File: config.mk
export PLATFORM = sky130hd
export DESIGN_NAME = iter_fb_reader
export DESIGN_NICKNAME = d
export VERILOG_FILES = /design/src/rtl/iter_fb_reader.sv
export SDC_FILE = /design/constraint.sdc
export NUM_CORES = 1
export LEC_CHECK = 0
export CAP_MARGIN = 0
export CORE_MARGIN = 1.5
export CORE_UTILIZATION = 45
export DETAILED_ROUTE_END_ITERATION = 7
export MAX_ROUTING_LAYER = met4
export PLACE_DENSITY = 0.79
export SLEW_MARGIN = 25
export SYNTH_ARGS = -nofsm -noshare
export SYNTH_HDL_FRONTEND = slang
export SYNTH_SLANG_ARGS = --single-unit
File: constraint.sdc
create_clock -name clk -period 4.7 [get_ports clk]
set_input_delay 0.47 -clock clk [delete_from_list [all_inputs] [get_ports clk]]
set_output_delay 0.47 -clock clk [all_outputs]
set_load 0.1 [all_outputs]
File: src/rtl/iter_fb_reader.sv
// rtl/iter_fb_reader.sv - raster-order framebuffer reader with colour map and 2-deep output FIFO
// Optional multi-frame streaming is enabled by the FRAME_REPEAT_EN macro.
module iter_fb_reader #(
    parameter int H_RES    = 160,
    parameter int V_RES    = 120,
    parameter int ADDR_W   = 15,
    parameter int ITER_W   = 8,
    parameter int MAX_ITER = 255
) (
    input  logic              clk,
    input  logic              rst,
    input  logic              start,
    output logic              busy,
    output logic              done,
    output logic              rd_en,
    output logic [ADDR_W-1:0] rd_addr,
    input  logic [ITER_W-1:0] rd_data,
    output logic              out_valid,
    input  logic              out_ready,
    output logic [23:0]       out_data,
    output logic              out_sof,
    output logic              out_eol
);

    localparam logic [ADDR_W-1:0] LAST_ADDR = ADDR_W'(H_RES * V_RES - 1);
    localparam logic [ADDR_W-1:0] X_LAST    = ADDR_W'(H_RES - 1);
    localparam logic [ADDR_W-1:0] Y_LAST    = ADDR_W'(V_RES - 1);

    typedef enum logic [1:0] {IDLE, RUN, DRAIN} state_t;

    typedef struct packed {
        logic [23:0] data;
        logic        sof;
        logic        eol;
        logic        last;
    } beat_t;

    state_t            state, state_nxt;
    logic [ADDR_W-1:0] x, y;
    logic              infl, infl_sof, infl_eol, infl_last;
    beat_t             head, skid, in_beat;
    logic              skid_valid;
    logic              pop, last_issue, drain_empty, done_r;
    logic [1:0]        pending;
    logic [7:0]        red;

    assign out_data = head.data;
    assign out_sof  = head.sof;
    assign out_eol  = head.eol;
    assign done     = done_r;

    always_comb begin
        pop        = out_valid && out_ready;
        // A beat leaving this cycle frees its slot, so back-to-back issue is possible at full rate.
        pending    = {1'b0, out_valid} + {1'b0, skid_valid} + {1'b0, infl} - {1'b0, pop};
        rd_en      = (state == RUN) && (pending < 2'd2);
        last_issue = rd_en && (rd_addr == LAST_ADDR);
        red        = 8'(rd_data);
        in_beat.data = (rd_data == ITER_W'(MAX_ITER)) ? 24'h000000 : {red, 16'h0000};
        in_beat.sof  = infl_sof;
        in_beat.eol  = infl_eol;
        in_beat.last = infl_last;
        drain_empty  = (state == DRAIN) && !out_valid && !skid_valid && !infl;
        busy         = (state != IDLE) && !drain_empty;
        state_nxt    = state;
        case (state)
            IDLE:    if (start) state_nxt = RUN;
            RUN: begin
`ifdef FRAME_REPEAT_EN
                state_nxt = RUN;
`else
                if (last_issue) state_nxt = DRAIN;
`endif
            end
            DRAIN:   if (drain_empty) state_nxt = IDLE;
            default: state_nxt = IDLE;
        endcase
    end

    always_ff @(posedge clk) begin
        if (rst) begin
            state      <= IDLE;
            rd_addr    <= '0;
            x          <= '0;
            y          <= '0;
            infl       <= 1'b0;
            infl_sof   <= 1'b0;
            infl_eol   <= 1'b0;
            infl_last  <= 1'b0;
            head       <= '0;
            skid       <= '0;
            out_valid  <= 1'b0;
            skid_valid <= 1'b0;
            done_r     <= 1'b0;
        end else begin
            state  <= state_nxt;
            infl   <= rd_en;
            done_r <= pop && head.last;
            if (state == IDLE && start) begin
                rd_addr <= '0;
                x       <= '0;
                y       <= '0;
            end else if (rd_en) begin
                infl_sof  <= (x == '0) && (y == '0);
                infl_eol  <= (x == X_LAST);
                infl_last <= last_issue;
                rd_addr   <= last_issue ? '0 : rd_addr + 1'b1;
                if (x == X_LAST) begin
                    x <= '0;
                    y <= (y == Y_LAST) ? '0 : y + 1'b1;
                end else begin
                    x <= x + 1'b1;
                end
            end
            // Head register is the visible FIFO slot; skid holds the second entry.
            if (pop) begin
                if (skid_valid) begin
                    head <= skid;
                    if (infl) skid <= in_beat;
                    else      skid_valid <= 1'b0;
                end else if (infl) begin
                    head <= in_beat;
                end else begin
                    out_valid <= 1'b0;
                end
            end else if (infl) begin
                if (!out_valid) begin
                    head      <= in_beat;
                    out_valid <= 1'b1;
                end else begin
                    skid       <= in_beat;
                    skid_valid <= 1'b1;
                end
            end
        end
    end

endmodule

### Word level (Yosys, flattened, before mapping)

Index checks and enable logic that the tools add are counted.

| word-level totals | value |
|---|---|
| output and inout bits | 45 |
| register bits | 108 |
| input bits | 12 |
| word-level logic and storage cells | 96 |

| operators by class | value |
|---|---|
| muxes and demuxes | 26 |
| add/subtract/negate cells | 6 |
| equal/unequal tests | 14 |
| $lt $le $gt $ge | 1 |
| reductions and logical operators | 29 |
| bitwise operators | 1 |

Operators by type and width:

| operator | number |
|---|---|
| 27-bit 2-to-1 mux | 9 |
| 15-bit by 1-bit adder with 15-bit output (second input constant) | 3 |
| 15-bit 2-to-1 mux | 3 |
| 15-bit logical NOT | 2 |
| 24-bit 2-to-1 mux | 1 |
| 15-bit == test (second input constant) | 1 |
| 15-bit by 7-bit == test with 1-bit output (second input constant) | 1 |
| 15-bit by 8-bit == test with 1-bit output (second input constant) | 1 |
| 2-bit != test (second input constant) | 7 |
| 1-bit logical AND | 10 |
| 1-bit 2-to-1 mux | 9 |
| 3-bit AND reduction | 3 |
| 8-bit == test (second input constant) | 1 |
| 2-bit nonzero test | 4 |
| 2-bit 2-to-1 mux | 3 |
| 2-bit case mux with 3 select lines | 1 |
| 2-bit AND reduction | 3 |
| 1-bit logical NOT | 4 |
| 4-bit AND reduction | 1 |
| 1-bit by 1-bit adder with 2-bit output | 1 |
| 2-bit by 1-bit adder with 2-bit output | 1 |
| 2-bit by 1-bit == test with 1-bit output (second input constant) | 1 |
| 2-bit == test (second input constant) | 1 |
| 2-bit logical NOT | 1 |
| 5 further kinds | 5 |

### Longest topological paths before layout

Gate-level depths: netlist of the first run.

| depth | value |
|---|---|
| word-level depth | 8 |
| mapped depth | 10 |
| depth with buffers taken out | 9 |

### Least setup slack after synthesis of the first run

Ideal clock, no wire load.

| timing | value |
|---|---|
| kind | reg-to-reg |
| start | reg out_valid |
| end | reg rd_addr[2] |
| path buffers | 1 |
| data arrival time | 3.366 ns |
| path slack | 1.207 ns |
| cell stages (with the launch flop) | 11 |
| clock period less this slack | 3.493 ns |
| data required time | 4.572 ns |
| setup time | 0.128 ns |
| cells stage by stage | dfxtp_1 nand2_1 ha_1 ha_1 a21oi_2 mux2i_1 inv_1 buf_2 nand2_1 xor2_1 nor2_1 |

| on the way | value |
|---|---|
| cells in the longest elaborated chain, start to end | 7 |
| elaborated cells between the ends (all ways) | 8 |
| those cells by class | add/sub (3); order compare (1); mux (1); reduce/logical (3) |

RTL lines:

| item | line | text |
|---|---|---|
| start: declaration | 18 | `output logic out_valid,` |
| start signal: assignment | 92 | `out_valid <= 1'b0;` |
| start signal: assignment | 124 | `out_valid <= 1'b0;` |
| start signal: assignment | 129 | `out_valid <= 1'b1;` |
| 1-bit by 1-bit adder with 2-bit output | 55 | `pending = {1'b0, out_valid} + {1'b0, skid_valid} + {1'b0, infl} - {1'b0, pop};` |
| 2-bit by 1-bit adder with 2-bit output | 55 |  |
| 2-bit by 1-bit subtractor with 2-bit output (*) | 55 |  |
| 2-bit less-than comparator (*) | 56 | `rd_en = (state == RUN) && (pending < 2'd2);` |
| 1-bit logical AND (*) | 56 |  |
| via rd_en | 15 | `output logic rd_en,` |
| 1-bit logical AND | 57 | `last_issue = rd_en && (rd_addr == LAST_ADDR);` |
| 15-bit 2-to-1 mux | 107 | `rd_addr <= last_issue ? '0 : rd_addr + 1'b1;` |
| end signal: assignment | 107 |  |
| end: declaration | 16 | `output logic [ADDR_W-1:0] rd_addr,` |

Mark *: on every way through the listed nets, which the timed path passes. The rest lies on a longest branch.
A chain may end at the register's enable or synchronous reset.

### Worst setup path in the final report of the first run

| timing | value |
|---|---|
| start | in out_ready |
| end | out rd_en |

| on the way | value |
|---|---|
| cells in the longest elaborated chain, start to end | 4 |

RTL lines:

| item | line | text |
|---|---|---|
| start: declaration | 19 | `input logic out_ready,` |
| 1-bit logical AND | 53 | `pop = out_valid && out_ready;` |
| 2-bit by 1-bit subtractor with 2-bit output | 55 |  |
| 2-bit less-than comparator | 56 |  |
| 1-bit logical AND | 56 |  |
| end: declaration | 15 |  |

Every way passes these cells.

==> flow_metrics.env, run 1 <==
export IMPL_status="complete, no violations"
export IMPL_slew_headroom_pct=34.1
export IMPL_yosysTopAreaCellShare_pct=39.4
export IMPL_multi_input_area_sq_um=2050
export IMPL_cts_setup_buffers=0
export IMPL_nets=519
export IMPL_vias=3354
export IMPL_path_buf_inv=3
export IMPL_hold_class="reg -> reg"
export IMPL_yosys_area_top_type="dfxtp_1"
export IMPL_ys_async_sr_fraction_pct=0
export IMPL_rows=33
export IMPL_vias_per_cell=5.52
export IMPL_dieArea_sq_um=9140
export IMPL_worstPathRequired_ns=4.23
export IMPL_drt_met1_wl_microns=3680
export IMPL_crit_family="buffers and inverters"
export IMPL_cpMostUsedCell="ha_1"
export IMPL_clk_pin_slew_ns=0.08
export IMPL_max_stage_delay_ns=0.75
export IMPL_root_buffer="clkbuf_8"
export IMPL_wl_per_cell_microns=13.1
export IMPL_insertion_delay_ns=0.35
export IMPL_syn_inst=479
export IMPL_fill_cells=774
export IMPL_io_pins=57
export IMPL_setup_violations_final=0
export IMPL_final_cell_mix="76 x dfxtp_1, 62 x nor2_1, 45 x nand2_1"
export IMPL_gp_congestion=0.871
export IMPL_timing_final_hold_violations=0
export IMPL_ys_ff_latch=76
export IMPL_grt_pass1_wl_microns=13800
export IMPL_critPathLaunchType="input port"
export IMPL_synth_area_per_cell_sq_um=8.05
export IMPL_fin_crit_ns=3.57
export IMPL_arrival_ns=3.10
export IMPL_dr_wl_met3_microns=335
export IMPL_drtPass1Iterations=5
export IMPL_ys_types=44
export IMPL_cts_tree="done"
export IMPL_layout_commonest_cell="dfxtp_1"
export IMPL_rr_startpoint="out_valid"
export IMPL_dieWidth_microns=95.6
export IMPL_dp_hpwl_microns=5390
export IMPL_synth_area_sq_um=3860
export IMPL_htree_num_levels=3
export IMPL_initial_core_util_pct=46.7
export IMPL_core_area_sq_um=8260
export IMPL_numCtsBuffers=9
export IMPL_holdCritStartpoint="skid[24]"
export IMPL_final_cells=608
export IMPL_cap_violations=0
export IMPL_regArea_sq_um=1520
export IMPL_grt_max_degree=34
export IMPL_worstSetupStartpoint="out_ready"
export IMPL_track_usage_pct=19.6
export IMPL_totalWireLength_microns=7950
export IMPL_finalMaxSlewViolations=0
export IMPL_cts_max_path_buffers=2
export IMPL_worst_pin_slew_ns=0.985
export IMPL_placed_area_sq_um=4180
export IMPL_fin_area_sq_um=4400
export IMPL_cp_slowest_cell="mux2i_2"
export IMPL_path_cells="clkdlybuf4s50_1, nand2_1, ha_1, ha_1, a21oi_2, mux2i_2, inv_1, buf_4"
export IMPL_period_share_pct=76.0
export IMPL_drcViolationCount=0
export IMPL_area_delta_synth_final_pct=14.0
export IMPL_drive_above_1_share_pct=6.16
export IMPL_ys_seq_area_share_pct=39.4
export IMPL_dp_cells=592
export IMPL_totalPowerFinal_mw=1.40
export IMPL_crit_fanout=16
export IMPL_skew_ns=0.00889
export IMPL_grt_pass1_vias=3043
export IMPL_drt_iter0_markers=262
export IMPL_rsz0062_at_grt="false"
export IMPL_peakVddDrop_mv=0.167
export IMPL_port_buffers=40
export IMPL_p_leak_nw=1.49
export IMPL_r2r_slack_ns=1.65
export IMPL_cp_end_kind="primary output"
export IMPL_clkSinkCount=76
export IMPL_ant_nets=0
export IMPL_fin_tns_setup_ns=0
export IMPL_worstSetupPathType="in -> out"
export IMPL_die_h_microns=95.6
export IMPL_p_per_area_nw_per_um2=319
export IMPL_postCtsResizedCells=0
export IMPL_fmax_mhz=280
export IMPL_ctsHoldBuffers=0
export IMPL_ys_flop_type="dfxtp_1"
export IMPL_antenna_found_initial=0
export IMPL_synth_edf_count=0
export IMPL_wl_met2_microns=3790
export IMPL_routed_top_layer="met4"
export IMPL_diodes=0
export IMPL_ys_warn_count=0
export IMPL_synth_area_leaders="dfxtp_1 39%, nor2_1 6.0%, a21oi_1 4.9%, buf_4 4.7%, nand2_1 4.4%"
export IMPL_overflow=0
==> cells in the mapped netlist, types with 3 or more instances <==
cell	n
dfxtp_1	76
nor2_1	62
nand2_1	45
a21oi_1	38
buf_4	24
nand3_1	24
clkbuf_1	19
nand4_1	18
nor3_1	18
xnor2_1	18
o21ai_0	17
inv_1	12
nor4_1	12
xor2_1	10
ha_1	9
a221oi_1	8
and3_1	8
mux2i_1	5
nor2b_1	5
or4_1	5
buf_2	4
or2_2	4
or3_1	4
a211oi_1	3
nand2b_1	3
nand4b_1	3
==> cell type report <==
type                       instances  share of cell area (%)
multi-input combinational        355                    46.6
clock buffer                       9                    2.82
inverter                          12                    1.02
tap                              105                    2.99
timing repair buffer              44                    9.73
clock inverter                     7                    2.25
sequential                        76                    34.6
==> flip-flops by register name, indices dropped and copies added (netlist names), 2 cells and up <==
signal	count
x	15
y	15
state	2
out_data	8
skid	11
rd_addr	15
==> stage by stage <==
step	utilization, %	hold WS, ns	worst slack, ns
5_1_grt	53.3	0.481	0.952
4_1_cts	53.3	0.461	1.14
2_1_floorplan	-	0.432	1.21
3_3_place_gp	50.6	0.438	1.17
3_5_place_dp	50.6	0.448	1.15
6_report	53.3	0.457	1.13
==> cells by family (layout without fill, tap and decap cells) <==
group	count (synthesis)	in the layout	synth area share, %
AO/OA/AOI/OAI	73	73	11.0
other	1	16	0.0972
AND/OR/NAND/NOR	224	224	29.9
XOR/XNOR	28	28	6.36
adder cells (fa/ha/maj)	9	9	2.92
buffers and inverters	63	72	8.98
multiplexers	5	5	1.30
flip-flops	76	76	39.4
==> worst min-delay path: cells and delay by family (launching register included) <==
family          cells  cell delay [ns]
flops               1             0.32
simple gates        1             0.05
compound gates      1             0.05
==> per-layer routing <==
metal / GRT usage, % / vias up
met5: - / -
met4: 8.58 / 0
met3: 3.91 / 14
met2: 30.1 / 90
met1: 24.7 / 1574
li1: - / 1676
==> report_power, final <==
group	internal [mW]	switching, mW	total [mW]	leakage [nW]
registers	0.653	0.00952	0.662	0.614
clock network	0.302	0.251	0.553	0.110
logic	0.0374	0.150	0.188	0.764
total	0.993	0.410	1.40	1.49
==> final timing paths <==
kind	endpoint	depth (start not counted)
worst max register to register	rd_addr[7]	8
worst min register to register	skid[24]	2
worst min-delay path	skid[24]	2
worst max-delay path	rd_en	8
No activity file was read; power rests on OpenSTA's default activity.
==> inputs of run 2 (changes only) <==
--- a/config.mk
+++ b/config.mk
@@ -10,7 +10,7 @@
 export CORE_UTILIZATION = 45
 export DETAILED_ROUTE_END_ITERATION = 7
 export MAX_ROUTING_LAYER = met4
-export PLACE_DENSITY = 0.79
+export PLACE_DENSITY = 0.82
 export SLEW_MARGIN = 25
 export SYNTH_ARGS = -nofsm -noshare
 export SYNTH_HDL_FRONTEND = slang
==> constraint.sdc (replaced) <==
create_clock -name clk -period 3.1 [get_ports clk]
set_input_delay 0.31 -clock clk [delete_from_list [all_inputs] [get_ports clk]]
set_output_delay 0.31 -clock clk [all_outputs]
set_load 0.1 [all_outputs]
==> flow_metrics.env, run 2 (same netlist as run 1, synthesis figures left out) <==
export IMPL_vias_per_cell=5.52
export IMPL_rr_startpoint="infl"
export IMPL_worstSetupStartpoint="out_ready"
export IMPL_dp_hpwl_microns=5800
export IMPL_totalPowerFinal_mw=2.10
export IMPL_clkSinkCount=76
export IMPL_finalMaxSlewViolations=0
export IMPL_status="complete, no violations"
export IMPL_slew_headroom_pct=34.7
export IMPL_dieWidth_microns=95.6
export IMPL_track_usage_pct=20.2
export IMPL_totalWireLength_microns=8340
export IMPL_path_buf_inv=4
export IMPL_area_delta_synth_final_pct=15.7
export IMPL_worstPathRequired_ns=2.79
export IMPL_max_stage_delay_ns=0.53
export IMPL_worst_pin_slew_ns=0.976
export IMPL_worst_path_stages=9
export IMPL_cp_slowest_cell="clkdlybuf4s50_1"
export IMPL_grt_pass1_wl_microns=14200
export IMPL_hold_class="reg -> reg"
export IMPL_r2r_end="x[4]"
export IMPL_cp_endpoint="rd_en"
export IMPL_gp_congestion=0.910
export IMPL_fill_cells=783
export IMPL_p_per_area_nw_per_um2=471
export IMPL_r2r_slack_ns=0.40
export IMPL_path_cells="clkdlybuf4s50_1, nand2_1, ha_1, ha_1, a21oi_2, mux2i_2, clkinvlp_4, buf_4, buf_12"
export IMPL_arrival_ns=2.68
export IMPL_drcViolationCount=0
export IMPL_die_h_microns=95.6
export IMPL_root_buffer="clkbuf_8"
export IMPL_drtPass1Iterations=4
export IMPL_cts_tree="done"
export IMPL_crit_fanout=10
export IMPL_numCtsBuffers=9
export IMPL_io_pins=57
export IMPL_p_leak_nw=1.56
export IMPL_layout_commonest_cell="dfxtp_1"
export IMPL_insertion_delay_ns=0.36
export IMPL_wl_per_cell_microns=13.5
export IMPL_cp_end_kind="primary output"
export IMPL_top_regs="rd_addr (15), x (15), y (15)"
export IMPL_vias=3418
export IMPL_skew_ns=0.0123
export IMPL_drive_above_1_share_pct=11.1
export IMPL_final_cell_mix="75 x dfxtp_1, 62 x nor2_1, 45 x nand2_1"
export IMPL_fin_crit_ns=2.99
export IMPL_diodes=0
export IMPL_clk_pin_slew_ns=0.08
export IMPL_overflow=0
export IMPL_postLayoutCoreUtil_pct=54.1
export IMPL_critPathLaunchType="input port"
export IMPL_rsz0062_at_grt="false"
export IMPL_cap_violations=0
export IMPL_crit_family="buffers and inverters"
export IMPL_htree_num_levels=3
export IMPL_dieArea_sq_um=9140
export IMPL_nets=530
export IMPL_period_share_pct=96.4
export IMPL_cpMostUsedCell="ha_1"
export IMPL_setup_violations_final=0
export IMPL_timing_final_hold_violations=0
export IMPL_peakVddDrop_mv=0.275
export IMPL_grt_max_degree=32
export IMPL_ant_nets=0
export IMPL_port_buffers=40
export IMPL_r2r_worst_path_cells=11
export IMPL_cts_max_path_buffers=2
export IMPL_rows=33
export IMPL_drt_iter0_markers=142
export IMPL_worstSetupPathType="in -> out"
export IMPL_grt_pass1_vias=3180
export IMPL_fin_tns_setup_ns=0
export IMPL_fmax_mhz=335
export IMPL_antenna_found_initial=0
export IMPL_core_area_sq_um=8260
export IMPL_initial_core_util_pct=46.7
[run 2: changes by cell type in the layout (fill, tap and decap cells not counted), moves of 2 or more]
cell	delta
buf_4	+22
buf_12	+2
clkdlybuf4s50_1	-13
clkinvlp_4	+2
[run 2: per-layer routing]
metal	part of all wire, %	vias to the layer above	wire (microns)	global-route usage, %
li1	-	1689	-	-
met1	47	1618	3940	24.8
met2	46	93	3820	32.0
met3	4.3	18	359	3.83
met4	2.6	0	219	9.19
met5	0	-	0	-
[run 2: metrics by stage]
step                      std cells  hold slack, ns  area (sq um)  worst slack, ns
after floorplan                 494           0.432          3920          0.00911
after global placement          599           0.438          4220           0.0972
after detailed placement        599           0.447          4220           0.0576
after CTS                       615           0.461          4430            0.113
after global routing            619           0.491          4460          0.00819
final                           619           0.460          4460            0.111
[run 2: worst reg2reg max path, delay by kind of cell, from the launching register on]
kind / cells / cell delay (ns)
buffers and inverters: 4 / 0.60
adder cells (fa/ha/maj): 2 / 0.59
multiplexers: 1 / 0.44
flip-flops: 1 / 0.42
AO/OA/AOI/OAI: 1 / 0.21
AND/OR/NAND/NOR: 2 / 0.15
XOR/XNOR: 1 / 0.15
[run 2: final cells by class]
class	count	area (sq um)	share of cell area, %
sequential	76	1520	34.1
clock inverter	6	71.3	1.60
timing repair buffer	55	503	11.3
clock buffer	10	138	3.08
tap	105	131	2.94
multi-input combinational	355	2050	45.9
inverter	12	48.8	1.09
[run 2: how the worst min path moves through the flow]
stage             start        to  slack [ns]  cells past startpoint
4_1_cts        skid[23]  skid[23]        0.46                      2
3_5_place_dp   skid[23]  skid[23]        0.45                      2
3_3_place_gp   skid[21]  skid[21]        0.44                      2
5_1_grt        skid[25]  skid[25]        0.49                      2
6_report       skid[24]  skid[24]        0.46                      2
2_1_floorplan  skid[19]  skid[19]        0.43                      2
[run 2: repair_timing]
action,in CTS,in global routing
hold buffers,0,0
setup endpoints to repair,0,1
setup buffers,0,4
resized for setup,0,1
[run 2: report_power, final]
| group | total (mW) | internal [mW] | leakage [nW] | switching, mW |
|---|---|---|---|---|
| Combinational | 0.304 | 0.0720 | 0.844 | 0.232 |
| Sequential | 1.00 | 0.990 | 0.614 | 0.0146 |
| Clock | 0.795 | 0.401 | 0.0995 | 0.394 |
==> inputs of run 3 (changes only) <==
--- a/config.mk
+++ b/config.mk
@@ -11,6 +11,7 @@
 export DETAILED_ROUTE_END_ITERATION = 7
 export MAX_ROUTING_LAYER = met4
 export PLACE_DENSITY = 0.82
+export SKIP_LAST_GASP = 1
 export SLEW_MARGIN = 25
 export SYNTH_ARGS = -nofsm -noshare
 export SYNTH_HDL_FRONTEND = slang
==> results of run 3 <==
No change in the layout: final DEF, timing and power equal those of run 2.
==> patch 1, RTL diff (config.mk and constraints of run 3) <==
Set the parameter `ADDR_W` to 14 (it was 15).
--- a/src/rtl/iter_fb_reader.sv
+++ b/src/rtl/iter_fb_reader.sv
@@ -3,7 +3,7 @@
 module iter_fb_reader #(
     parameter int H_RES    = 160,
     parameter int V_RES    = 120,
-    parameter int ADDR_W   = 15,
+    parameter int ADDR_W   = 14,
     parameter int ITER_W   = 8,
     parameter int MAX_ITER = 255
 ) (
Ports: changed (resized rd_addr); port bits go from 57 to 56. No check against the original RTL was run, so the function may have changed too.
==> patch 1 against run 3 <==
Total power down 0.24%. Core utilization about the same. Wire length up 7.8%. Design area rose by 0.45%. Fmax rose by 4.0%. Via count rose by 4.8%. Sequential cell count decreased by 3. First-iteration DRC count increased by 70%. Synthesized area grew 1.0%. Critical path depth shrank 1. Count of clock-buffer cells in the layout unchanged. Hold slack worse by 0.0041 ns. Worst setup slack gained 0.11 ns.
==> patch 1: results (changes against run 3) <==
[worst_setup_path]
r2r-start = out_valid  ; was infl
path_max_fanout = 8  ; was 10
r2r_end = x[11]  ; was x[4]
r2r_cells = 8  ; was 11
arrival_ns = 2.57  ; was 2.68 ns

[grt]
grt_pass1_vias = 3378  ; was 3180
grt_pass1_wl_um = 15100  ; was 14200 um
grt_start_max_net_pins = 38  ; was 32
grt_usage_pct = 21.1  ; was 20.2%

[yosys]
synth_adder_area_share_pct = 2.89  ; was 2.92%
synthXorXnorAreaFrac_pct = 0.674  ; was 6.36%
syn-instance-count = 467  ; was 479
synthTopCellsByCount = dfxtp_1, nand2_1, a21oi_1  ; was dfxtp_1, nor2_1, nand2_1
synth_area_leaders = dfxtp_1, a21oi_1, buf_4, nand2_1, a211oi_1  ; was dfxtp_1, nor2_1, a21oi_1, buf_4, nand2_1
synth-compound-area-share_pct = 19.1  ; was 11.0%
synth_cell_types = 51  ; was 44
synth-seq-area-share_pct = 37.5  ; was 39.4%
synth.area.mux_share_pct = 2.18  ; was 1.30%

[place]
port_buffers = 39  ; was 40
dpl.cell_count = 587  ; was 599
place_area_sq_um = 4250  ; was 4220 sq um
dp_hpwl_um = 5970  ; was 5800 um

[timing]
clock_skew_ns = 0.0156  ; was 0.0123 ns
slew_headroom_pct = 34.8  ; was 34.7%

[final_layout]
layout-drive-gt1-share_pct = 10.0  ; was 11.1%
fin_nets = 514  ; was 530
top_regs = rd_addr (14), x (14), y (14)  ; was rd_addr (15), x (15), y (15)
instances_no_fill = 603  ; was 619

[power_and_ir_drop]
intPower_mw = 1.48  ; was 1.46 mW
irDropWorstVdd_mv = 0.223  ; was 0.275 mV
power_mw = 2.10  ; about the same
pwr-share-comb_pct = 14.3  ; was 14.5%
seq_power_share_pct = 46.1  ; was 47.8%
p_leak_nw = 1.48  ; was 1.56 nW

[drt]
wl_per_cell_um = 14.9  ; was 13.5 um
first_pass_iters = 5  ; was 4
drt_iter0_drc = 241  ; was 142
num_vias = 3581  ; was 3418

[run_status]
outcome = completed  ; unchanged

[worst_hold_path]
min_from = skid[24]  ; unchanged

[clock_tree]
clk_pin_slew_worst_paths_ns = 0.09

-- patch 1: cell count changes after synthesis, moves of 9 or more --
cell	run 3	this run
nor2_1	62	21
a211oi_1	3	21
or3_1	4	21
nor3_1	18	2
o21ai_1	0	16
xnor2_1	18	2
o31ai_1	1	13
o21ai_0	17	7
a22oi_1	0	9
and4_1	2	11
xor2_1	10	1
-- patch 1: metal layers --
layer	GRT usage [%]	vias to the layer above	wire length, um
met4	8.58	0	129
met2	34.5	112	4350
met1	25.8	1694	4100
li1	-	1764	-
met3	3.24	11	415
met5	-	-	0
-- patch 1: kinds of logic (layout without fill, tap and decap cells) --
logic type | count (synthesis) | after routing
AO/OA/AOI/OAI | 121 | 121
XOR/XNOR | 3 | 3
buffers and inverters | 57 | 73
other | 1 | 16
flip-flops | 73 | 73
adder cells (fa/ha/maj) | 9 | 9
multiplexers | 8 | 8
AND/OR/NAND/NOR | 195 | 195
-- patch 1: through the flow --
stage,util [%],worst slack [ns]
global placement,51.3,0.214
CTS,53.9,0.130
floorplan,-,0.191
global route,54.0,0.0880
finish,54.0,0.225
detailed placement,51.3,0.138
-- patch 1: area by class of cell --
cell class	instances	area [sq um]
clock buffers	10	128
clock inverters	6	91.3
fillers	743	3810
inverters	8	30.0
multi-input cells	352	2180
flip-flops and latches	73	1460
well taps	105	131
repair buffers	49	465
-- patch 1: what timing repair did --
action                                  4_1_cts  5_1_grt
gates resized for setup                       0        1
buffers inserted                              0        0
hold endpoints to repair                      0        0
endpoints found under the setup margin        0        1
-- patch 1: critical path, delay by kind of cell --
kind / cells / cell delay [ns]
buf+inv: 3 / 0.85
simple gates: 1 / 0.13
fa+ha+maj: 2 / 0.62
mux: 1 / 0.37
compound gates: 1 / 0.27
==> patch 2, RTL diff (flow settings as in run 3) <==
Without the edit above. The 3 states of `state_t` get a one-hot encoding in 3 bits.
--- a/src/rtl/iter_fb_reader.sv
+++ b/src/rtl/iter_fb_reader.sv
@@ -26,7 +26,7 @@
     localparam logic [ADDR_W-1:0] X_LAST    = ADDR_W'(H_RES - 1);
     localparam logic [ADDR_W-1:0] Y_LAST    = ADDR_W'(V_RES - 1);
 
-    typedef enum logic [1:0] {IDLE, RUN, DRAIN} state_t;
+    typedef enum logic [2:0] {IDLE = 3'b001, RUN = 3'b010, DRAIN = 3'b100} state_t;
 
     typedef struct packed {
         logic [23:0] data;
Function: no difference found for any inputs over 4 cycles, from zero or initial values and one cycle with rst high; so few cycles prove little.
==> patch 2 against run 3 <==
Global-route usage is 0.29 points lower. Highest routed layer unchanged. Combinational power is 37% lower. Clock skew hardly changed. Largest cell class unchanged. Sequential cell count is 1 higher. Critical endpoint unchanged. Fmax is 1.9% higher. Design area hardly changed. Sequential share of layout area is 0.47 points higher. Synthesized area is 0.52% lower. Wire length is 0.47% higher. Critical path depth stayed put. Total power is 5.6% lower. Core utilization hardly changed. Worst setup slack better by 0.056 ns. Largest power group unchanged.
==> patch 2: results (changes against run 3) <==
[run_status]
outcome = completed  ; unchanged

[yosys]
yosysWarningCount = 0  ; unchanged
synth-seq-area-share_pct = 40.2  ; was 39.4%
synth_area_leaders = dfxtp_1, xnor2_1, nor2_1, buf_4, nand2_1  ; was dfxtp_1, nor2_1, a21oi_1, buf_4, nand2_1
synth_ff_type = dfxtp_1  ; unchanged
synth_cell_types = 48  ; was 44
synthTopCellsByCount = dfxtp_1, nor2_1, nand2_1  ; unchanged
synthArstFlopShare_pct = 0  ; unchanged

[drt]
wl_met1_um = 3640  ; was 3940 um
wl_met2_um = 4170  ; was 3820 um
wl_um = 8380  ; was 8340 um
top_layer = met4  ; unchanged
viasPerCell = 5.54  ; was 5.52
route.met3.wl_um = 447  ; was 359 um
first_pass_iters = 4  ; unchanged
drt_iter0_drc = 191  ; was 142

[worst_setup_path]
slowest_delay_ns = 0.48  ; was 0.53 ns
path_max_fanout = 13  ; was 10
worst_path_max_delay_cell = clkdlybuf4s50_1  ; unchanged
crit_family = buffers and inverters  ; unchanged
r2r-start = out_valid  ; was infl
arrival_ns = 2.62  ; was 2.68 ns

[clock_tree]
insertion_delay_ns = 0.36  ; about the same
postCtsSetupBuffers = 0  ; unchanged
cts_resized = 0  ; unchanged
clk_pin_slew_worst_paths_ns = 0.08  ; about the same
cts_made_buffers = 9  ; unchanged

[final_layout]
nNonClkBuffers = 53  ; was 55
antenna_cells = 0  ; unchanged
num-multi-input-gates = 344  ; was 355
layout-drive-gt1-share_pct = 9.74  ; was 11.1%
nonClockInverterCount = 13  ; was 12
layout.nonclk_buf_share_pct = 11.0  ; was 11.3%
seqCellArea_sq_um = 1540  ; was 1520 sq um
clk_share_pct = 4.63  ; was 4.68%
fin_nets = 519  ; was 530
top_regs = rd_addr (15), x (15), y (15)  ; unchanged
design.seq.count = 77  ; was 76
fillerInstances = 746  ; was 783
multi_input_area_share_pct = 45.7  ; was 45.9%

[worst_hold_path]
min_from = skid[24]  ; unchanged

[timing]
worst_pin_slew_ns = 0.975  ; was 0.976 ns
clock_skew_ns = 0.0119  ; was 0.0123 ns

[place]
pre_cts_ws_ns = 0.0236  ; was 0.0576 ns
routabilityCongestion = 0.879  ; was 0.910
dp_hpwl_um = 5950  ; was 5800 um

[power_and_ir_drop]
irDropWorstVdd_mv = 0.277  ; was 0.275 mV
p_switching_mw = 0.571  ; was 0.641 mW
p_leak_nw = 1.49  ; was 1.56 nW

[grt]
antenna_found_initial = 0  ; unchanged
grt_use_met2_pct = 33.1  ; was 32.0%
grt_start_max_net_pins = 33  ; was 32
grt_pass1_wl_um = 14000  ; was 14200 um
grt_usage_pct = 19.9  ; was 20.2%
grt_pass1_vias = 3162  ; was 3180
grtUsageMet3_pct = 4.94  ; was 3.83%
grt_util_met1_pct = 23.8  ; was 24.8%

## patch 2: changes by cell type after synthesis, moves of 5 or more
cell | run 3 | this run
xor2_1 | 10 | 2
xnor2_1 | 18 | 34
clkbuf_1 | 19 | 13
a21oi_1 | 38 | 24
o21ai_0 | 17 | 11
nor3_1 | 18 | 26
nor4_1 | 12 | 17
nand4_1 | 18 | 8
## patch 2: kinds of logic (layout without fill, tap and decap cells)
| logic type | after synthesis | after routing | share of synthesized area, % |
|---|---|---|---|
| other cells | 1 | 16 | 0.0977 |
| simple gates | 225 | 225 | 30.4 |
| flops | 77 | 77 | 40.2 |
| compound gates | 53 | 53 | 8.35 |
| fa+ha+maj | 9 | 9 | 2.93 |
| mux | 5 | 5 | 1.34 |
| buf+inv | 58 | 82 | 8.48 |
| xor+xnor | 36 | 36 | 8.22 |
## patch 2: per-stage QoR
step,std cells,utilization [%],area (sq um),power (mW)
floorplan,479,-,3890,1.18
global placement,590,51.3,4240,1.21
detailed placement,590,51.3,4240,1.21
CTS,606,53.8,4450,1.99
global route,608,54.0,4460,2.05
finish,608,54.0,4460,1.99
## patch 2: worst paths after layout
kind                              endpoint  slack [ns]  depth (start not counted)
worst max-delay path                 rd_en        0.17                          9
worst min-delay path              skid[24]        0.46                          2
worst max register to register  rd_addr[0]        0.40                          9
worst min register to register    skid[24]        0.46                          2
## patch 2: power groups by stage
stage	Combinational (mW)	Sequential, mW	Clock [mW]
3_3_place_gp	0.187	1.02	0
4_1_cts	0.190	0.998	0.806
2_1_floorplan	0.160	1.02	0
3_5_place_dp	0.189	1.02	0
5_1_grt	0.201	1.00	0.850
6_report	0.191	0.998	0.796
